===== config.mk =====
export PLATFORM = sky130hd
export DESIGN_NAME = oam_dma_arbiter
export DESIGN_NICKNAME = d
export VERILOG_FILES = /design/src/rtl/oam_dma_arbiter.sv
export SDC_FILE = /design/constraint.sdc
export NUM_CORES = 1
export LEC_CHECK = 0
export BUFFER_PORTS_ARGS = -buffer_cell sky130_fd_sc_hd__buf_2
export CORE_ASPECT_RATIO = 1.5
export CORE_MARGIN = 1.5
export CORE_UTILIZATION = 40
export DETAILED_ROUTE_END_ITERATION = 7
export GPL_TIMING_DRIVEN = 0
export PLACE_DENSITY_LB_ADDON = 0.25
export SETUP_SLACK_MARGIN = 0.2
export SLEW_MARGIN = 20
export SYNTH_ARGS = -nofsm -noshare
export SYNTH_HDL_FRONTEND = slang
export SYNTH_SLANG_ARGS = --single-unit

===== constraint.sdc =====
create_clock -name clock -period 1.9 [get_ports clock]
set_clock_uncertainty 0.05 [all_clocks]
set_input_delay 0.19 -clock clock [delete_from_list [all_inputs] [get_ports clock]]
set_output_delay 0.19 -clock clock [all_outputs]
set_load 0.01 [all_outputs]

===== src/rtl/oam_dma_arbiter.sv =====
// OAM DMA arbiter: passes CPU accesses through to the shared bus until the CPU
// writes the DMA register. It then stalls the CPU and copies one 256-byte page
// into OAM as read/write pairs aligned to the even half of the parity clock.
module oam_dma_arbiter #(
  parameter logic [15:0] DMA_REG_ADDR  = 16'h4014,
  parameter logic [15:0] OAM_DATA_ADDR = 16'h2004
) (
  input  logic        clock,
  input  logic        reset,
  input  logic [15:0] cpu_address,
  input  logic        cpu_mem_r_en,
  input  logic [7:0]  cpu_w_data,
  output logic [7:0]  cpu_r_data,
  output logic        cpu_stall,
  output logic [15:0] bus_address,
  output logic        bus_mem_r_en,
  output logic [7:0]  bus_w_data,
  input  logic [7:0]  bus_r_data,
  output logic        dma_active
);

  typedef enum logic [2:0] {
    StIdle,
    StHalt,
    StAlign,
    StRead,
    StWrite
  } state_t;

  state_t      state_q, state_d;
  logic [7:0]  page_q, page_d;
  logic [7:0]  index_q, index_d;
  logic [7:0]  buffer_q, buffer_d;
  logic        parity_q;

  // Read data is always returned straight from the bus.
  assign cpu_r_data = bus_r_data;

  // State register with asynchronous clear; parity free-runs out of reset.
  always_ff @(posedge clock or negedge reset) begin
    if (!reset) begin
      state_q  <= StIdle;
      page_q   <= 8'h00;
      index_q  <= 8'h00;
      buffer_q <= 8'h00;
      parity_q <= 1'b0;
    end else begin
      state_q  <= state_d;
      page_q   <= page_d;
      index_q  <= index_d;
      buffer_q <= buffer_d;
      parity_q <= ~parity_q;
    end
  end

  // Next-state and bus multiplexing.
  always_comb begin
    state_d      = state_q;
    page_d       = page_q;
    index_d      = index_q;
    buffer_d     = buffer_q;
    bus_address  = cpu_address;
    bus_mem_r_en = cpu_mem_r_en;
    bus_w_data   = cpu_w_data;
    cpu_stall    = 1'b0;
    dma_active   = 1'b0;

    unique case (state_q)
      StIdle: begin
        // The trigger write itself still reaches the bus.
        if ((cpu_address == DMA_REG_ADDR) && !cpu_mem_r_en) begin
          page_d  = cpu_w_data;
          index_d = 8'h00;
          state_d = StHalt;
        end
      end
      StHalt: begin
        cpu_stall    = 1'b1;
        dma_active   = 1'b1;
        bus_mem_r_en = 1'b1;
        bus_w_data   = buffer_q;
        // Reads must land on parity 0; insert ALIGN when HALT is already even.
        state_d      = parity_q ? StRead : StAlign;
      end
      StAlign: begin
        cpu_stall    = 1'b1;
        dma_active   = 1'b1;
        bus_mem_r_en = 1'b1;
        bus_w_data   = buffer_q;
        state_d      = StRead;
      end
      StRead: begin
        cpu_stall    = 1'b1;
        dma_active   = 1'b1;
        bus_address  = {page_q, index_q};
        bus_mem_r_en = 1'b1;
        bus_w_data   = buffer_q;
        buffer_d     = bus_r_data;
        state_d      = StWrite;
      end
      StWrite: begin
        cpu_stall    = 1'b1;
        dma_active   = 1'b1;
        bus_address  = OAM_DATA_ADDR;
        bus_mem_r_en = 1'b0;
        bus_w_data   = buffer_q;
        // 8-bit wrap keeps the page fixed.
        index_d      = index_q + 8'h01;
        state_d      = (index_q == 8'hFF) ? StIdle : StRead;
      end
      default: begin
        state_d = StIdle;
      end
    endcase
  end

endmodule


==> impl_metrics.toml, run 1 <==
[status]
violations = "setup timing"
status = "complete, but fails checks"

[clock_network]
cts_tree = "built"
clk_pin_slew_ps = 100
cts_root_buffer = "clkbuf_8"
clkSinkCount = 28
cts_made_buffers = 3
cts_max_level = 1
clock_latency_ps = 280
cts_buffer_depth = 2

[detailed_routing]
drt-initial-drc-count = 31
totalWireLength_um = 5110
vias = 1621
ant_nets = 0
dr.pass1.iters = 4
via_per_inst = 5.44
drc = 0
routedWlPerCell_um = 17.1

[final_layout]
n_fill_cell = 307
fin_cells = 298
final_core_util_pct = 70.4
nets = 290
antenna_cells = 0
drive_gt1_share_pct = 66.8
fin_area_um2 = 2760
area_growth_pct = 70.6

[yosys]
syn_avg_cell_area_um2 = 11.0
seq_area_frac_synth_pct = 43.3
async_flop_share_pct = 100
synth_edf_count = 0
yosysMostFrequentCell = "dfrtp_1"
yosysWarnings = 0
netlist_top_cells_count = "dfrtp_1, mux2_2, a22o_1"
syn_inst = 147
synth.distinct_cells = 35
synth_seq_cells = 28
syn-num-nets = 183
netlist_area_um2 = 1620
synth_top_area_share_pct = 43.3
synth_area_leaders = "dfrtp_1, mux2_2, a22o_1"
ys.flop_type = "dfrtp_1"
synth_top_area_cell = "dfrtp_1"

[power_and_ir_drop]
power_density_nw_per_um2 = 1550
power_mw = 4.28
leakagePower_nw = 1.39
ir_drop_mv = 1.06

[floorplan]
rows = 28
ios = 70
die_y_um = 80.9
die_w_um = 54.9
start_util_pct = 41.3
design.die.area_um2 = 4450
core-area_um2 = 3920

[worst_hold_path]
holdPathEnd = "page_q[1]$_DFFE_PN0P_"
hold_class = "in -> reg"
hold_start = "cpu_w_data[1]"
whs_path_depth = 2

[critical_path]
critical-path-slowest-cell = "dfrtp_1"
reg2regPathDepth = 8
slowest_delay_ps = 440
ff2ff_setup_slack_ps = -70
worstPathArrival_ps = 1890
crit_fanout = 8
crit_chain = "or2_1 -> buf_6 -> xnor2_4 -> buf_12 -> mux2_4 -> buf_6"
path_common_cell = "buf_6"
critPathCaptureType = "primary output"
crit_type = "reg -> out"
r2r-end = "page_q[6]$_DFFE_PN0P_"
r2r_start = "state_q[0]$_DFFE_PN0P_"
cp.required_ps = 1660
start_kind = "register"

[sta]
post-route-min-period_ps = 2130
rsz0062_at_grt = "true"
finalCritPeriodShare_pct = 112
final_max_slew_viol_count = 0
setup_viol = 36
hold_ws_ps = 102
fin_ws_ps = -230
hold_viol_final = 0
tightest_slew_ps = 649
max_slew_margin_pct = 56.7
clock.fmax_mhz = 470

[placement]
hpwl_um = 3070
port_buffers = 69
dp_cells = 261
placed_area_um2 = 2030
gp_congestion = 0.756

[global_routing]
grt_overflow = 0
grt_pass1_wl_um = 7340
antenna_found_initial = 0
first_global_vias = 1541
grt_max_degree = 29
grt_usage_pct = 23.3

[run]
drv_cap = 0
layer usage:
layer | vias to the layer above | wire length [um] | global-route usage (%)
li1 | 746 | - | -
met1 | 802 | 1910 | 27.8
met2 | 63 | 2720 | 38.5
met3 | 10 | 333 | 5.15
met4 | 0 | 136 | 11.5
met5 | - | 0 | 0
registers in the layout, indices dropped and copies added (netlist names):
register  count
page_q        8
parity_q      1
index_q       8
buffer_q      8
state_q       3
cells by family (layout without fill, tap and decap cells):
family                   after synthesis  in the layout  synth area share [%]
adder cells (fa/ha/maj)                2              2                  1.39
XOR/XNOR                               4              4                  3.32
flip-flops                            28             28                  43.3
multiplexers                          26             26                  17.9
AND/OR/NAND/NOR                       41             41                  14.8
buffers and inverters                 18            124                  6.65
AO/OA/AOI/OAI                         28             28                  12.7
worst max-delay path by stage:
stage / start / end / slack (ps)
floorplan: state_q[0]$_DFFE_PN0P_ / bus_w_data[0] / 150
global placement: state_q[2]$_DFFE_PN0P_ / bus_address[2] / -160
detailed placement: state_q[2]$_DFFE_PN0P_ / bus_address[9] / -170
CTS: state_q[0]$_DFFE_PN0P_ / bus_w_data[4] / -190
global route: state_q[0]$_DFFE_PN0P_ / bus_address[12] / -260
finish: state_q[0]$_DFFE_PN0P_ / bus_w_data[4] / -230
placed cells by master, fill, tap and decap left out, types with 3 or more instances in the layout:
cell / count
buf_6: 31
buf_12: 4
a22o_1: 14
o211ai_1: 3
mux2_4: 16
buf_4: 22
nand2_1: 5
dfrtp_1: 27
o21ai_1: 5
nand3_1: 6
mux2_2: 8
nor3_4: 3
clkbuf_8: 4
buf_2: 56
nand2_2: 5
nor2_1: 3
layout make-up:
class | instances | area [um^2] | area share [%]
clock buffer | 4 | 55.1 | 1.99
multi-input combinational | 101 | 992 | 35.9
buffer | 16 | 173 | 6.25
timing repair buffer | 102 | 774 | 28.0
inverter | 2 | 10.0 | 0.362
tap | 45 | 56.3 | 2.04
sequential | 28 | 702 | 25.4
timing repair:
action / 4_1_cts / 5_1_grt
gates resized for setup: 67 / 32
setup buffers: 23 / 8
pin swaps: 10 / 9
endpoints found under the setup margin: 45 / 43
endpoints found under the hold margin: 28 / 0
hold buffers: 1 / 0
cloned: 1 / 0
power breakdown:
part / switching (mW) / internal [mW]
combinational: 1.17 / 1.85
clock: 0.196 / 0.186
sequential: 0.136 / 0.743
total: 1.50 / 2.78
stage by stage:
| step | TNS [ps] | setup WS, ps |
|---|---|---|
| floorplan | 0 | 154 |
| global placement | -2670 | -162 |
| detailed placement | -2850 | -174 |
| CTS | -3150 | -186 |
| global route | -6840 | -264 |
| finish | -5290 | -230 |
critical path: cells and delay by family (launching register included):
kind	cells	cell delay (ps)
buf+inv	3	440
flops	1	440
xor+xnor	1	180
mux	1	310
simple gates	1	260
Note: power is estimated with default switching activity, not from simulation.
==> run 2, diff against run 1 <==
--- a/config.mk
+++ b/config.mk
@@ -9,6 +9,7 @@
 export CORE_ASPECT_RATIO = 1.5
 export CORE_MARGIN = 1.5
 export CORE_UTILIZATION = 40
+export CTS_BUF_LIST = sky130_fd_sc_hd__clkbuf_8
 export DETAILED_ROUTE_END_ITERATION = 7
 export GPL_TIMING_DRIVEN = 0
 export PLACE_DENSITY_LB_ADDON = 0.25
==> constraint.sdc (replaced) <==
create_clock -name clock -period 2.4 [get_ports clock]
set_clock_uncertainty 0.05 [all_clocks]
set_input_delay 0.24 -clock clock [delete_from_list [all_inputs] [get_ports clock]]
set_output_delay 0.24 -clock clock [all_outputs]
set_load 0.01 [all_outputs]
==> run 2 against run 1 <==
Effect of this change: the run now ends clean; sequential share of layout area is 5.0 points higher; final cell count decreased by 7.0%; worst hold slack better by 47 ps; critical path type unchanged; critical endpoint is now bus_w_data[2]; largest power group unchanged.
==> impl_metrics.toml, run 2 (synthesis gave the netlist of run 1 again) <==
[clock_network]
cts_root_buffer = "clkbuf_8"
clock_latency_ps = 280
clkSinkCount = 28
cts_tree = "built"
cts_buffer_depth = 2
cts_made_buffers = 3
clk_pin_slew_ps = 100
cts_max_level = 1

[final_layout]
final_core_util_pct = 58.9
antenna_cells = 0
nets = 269
fin_area_um2 = 2310
regArea_um2 = 702
final_cell_mix = "buf_2, dfrtp_1, buf_4, mux2_2, a22o_1"
multi_input_area_um2 = 851
top_regs = "buffer_q (8), index_q (8), page_q (8)"
final_common_cell = "buf_2"
n_fill_cell = 352
area_growth_pct = 42.7
drive_gt1_share_pct = 56.0

[critical_path]
critPathLaunch = "state_q[1]$_DFFE_PN0P_"
r2r_start = "state_q[1]$_DFFE_PN0P_"
worstPathArrival_ps = 1950
critPathCaptureType = "primary output"
crit_type = "reg -> out"
crit_end = "bus_w_data[2]"
r2r-end = "page_q[2]$_DFFE_PN0P_"
start_kind = "register"
crit_fanout = 5
cp.required_ps = 2110
reg2regPathDepth = 6
ff2ff_setup_slack_ps = 290

[sta]
max_slew_margin_pct = 53.1
setup_viol = 0
finalCritPeriodShare_pct = 93.5
clock.fmax_mhz = 446
post-route-min-period_ps = 2240
hold_viol_final = 0
tightest_slew_ps = 698
hold_ws_ps = 149
final_max_slew_viol_count = 0
final.setup.tns_ps = 0
rsz0062_at_grt = "true"

[worst_hold_path]
hold_class = "in -> reg"
whs_path_depth = 2

[floorplan]
design.die.area_um2 = 4450
core-area_um2 = 3920
start_util_pct = 41.3
ios = 70
die_y_um = 80.9
rows = 28
die_w_um = 54.9

[detailed_routing]
routedWlPerCell_um = 16.5
drt-initial-drc-count = 21
vias = 1491
ant_nets = 0
drc = 0
totalWireLength_um = 4560
via_per_inst = 5.38
dr.pass1.iters = 4

[power_and_ir_drop]
power_density_nw_per_um2 = 1230
power_mw = 2.84
ir_drop_mv = 1.02
leakagePower_nw = 1.18

[run]
drv_cap = 0

[global_routing]
grt_usage_pct = 20.4
grt_pass1_wl_um = 6560
first_global_vias = 1467
antenna_found_initial = 0
grt_max_degree = 29
grt_overflow = 0

[placement]
hpwl_um = 3210
gp_congestion = 0.776
port_buffers = 69
placed_area_um2 = 2020

[status]
status = "finished, final reports clean"
## run 2: cell count changes in the layout (fill, tap and decap cells not counted), sizes merged
cell    change
clkbuf      +2
buf        -23
## run 2: layout make-up
cell class / count / area share [%]
multi-input cells: 101 / 36.8
flip-flops and latches: 28 / 30.4
repair buffers: 81 / 22.4
plain buffers: 16 / 5.14
well taps: 45 / 2.44
clock buffers: 4 / 2.38
inverters: 2 / 0.433
## run 2: per-stage QoR
stage	instances	worst slack, ps
finish	277	157
global route	277	120
CTS	270	207
detailed placement	261	204
global placement	261	227
floorplan	147	597
## run 2: how the worst min path moves through the flow
stage | end | start
after floorplan | buffer_q[0]$_DFFE_PN0N_ | reset
after global placement | index_q[6]$_DFFE_PN0P_ | reset
after CTS | page_q[3]$_DFFE_PN0P_ | cpu_w_data[3]
after global routing | buffer_q[4]$_DFFE_PN0N_ | bus_r_data[4]
final | buffer_q[1]$_DFFE_PN0N_ | bus_r_data[1]
after detailed placement | parity_q$_DFF_PN0_ | reset
## run 2: worst max-delay path, stage by stage (launching register included)
cell       delay [ps]
dfrtp_1           410
or2_1             270
buf_6             160
xnor2_4           210
clkbuf_16         190
mux2_4            300
buf_6             120
## run 2: layer usage
metal / global-route usage, % / vias to the layer above / share of wire, % / wire (um)
met2: 36.5 / 47 / 55 / 2490
met5: 0 / - / 0 / 0
met1: 23.8 / 732 / 38 / 1750
li1: - / 705 / - / -
met3: 3.68 / 7 / 5.3 / 241
met4: 5.85 / 0 / 1.5 / 70
## run 2: power breakdown
| group | leakage (nW) | total (mW) | switching, mW | internal (mW) |
|---|---|---|---|---|
| Sequential | 0.360 | 0.679 | 0.0909 | 0.588 |
| Combinational | 0.788 | 1.86 | 0.786 | 1.07 |
| Clock | 0.0288 | 0.304 | 0.157 | 0.147 |
| Total | 1.18 | 2.84 | 1.03 | 1.81 |
## run 2: what timing repair did
action	4_1_cts	5_1_grt
resized for setup	9	19
pin swaps	1	3
hold buffers	1	0
endpoints found under the setup margin	24	20
setup buffers	4	6
gates cloned	0	1
hold endpoints to repair	28	0
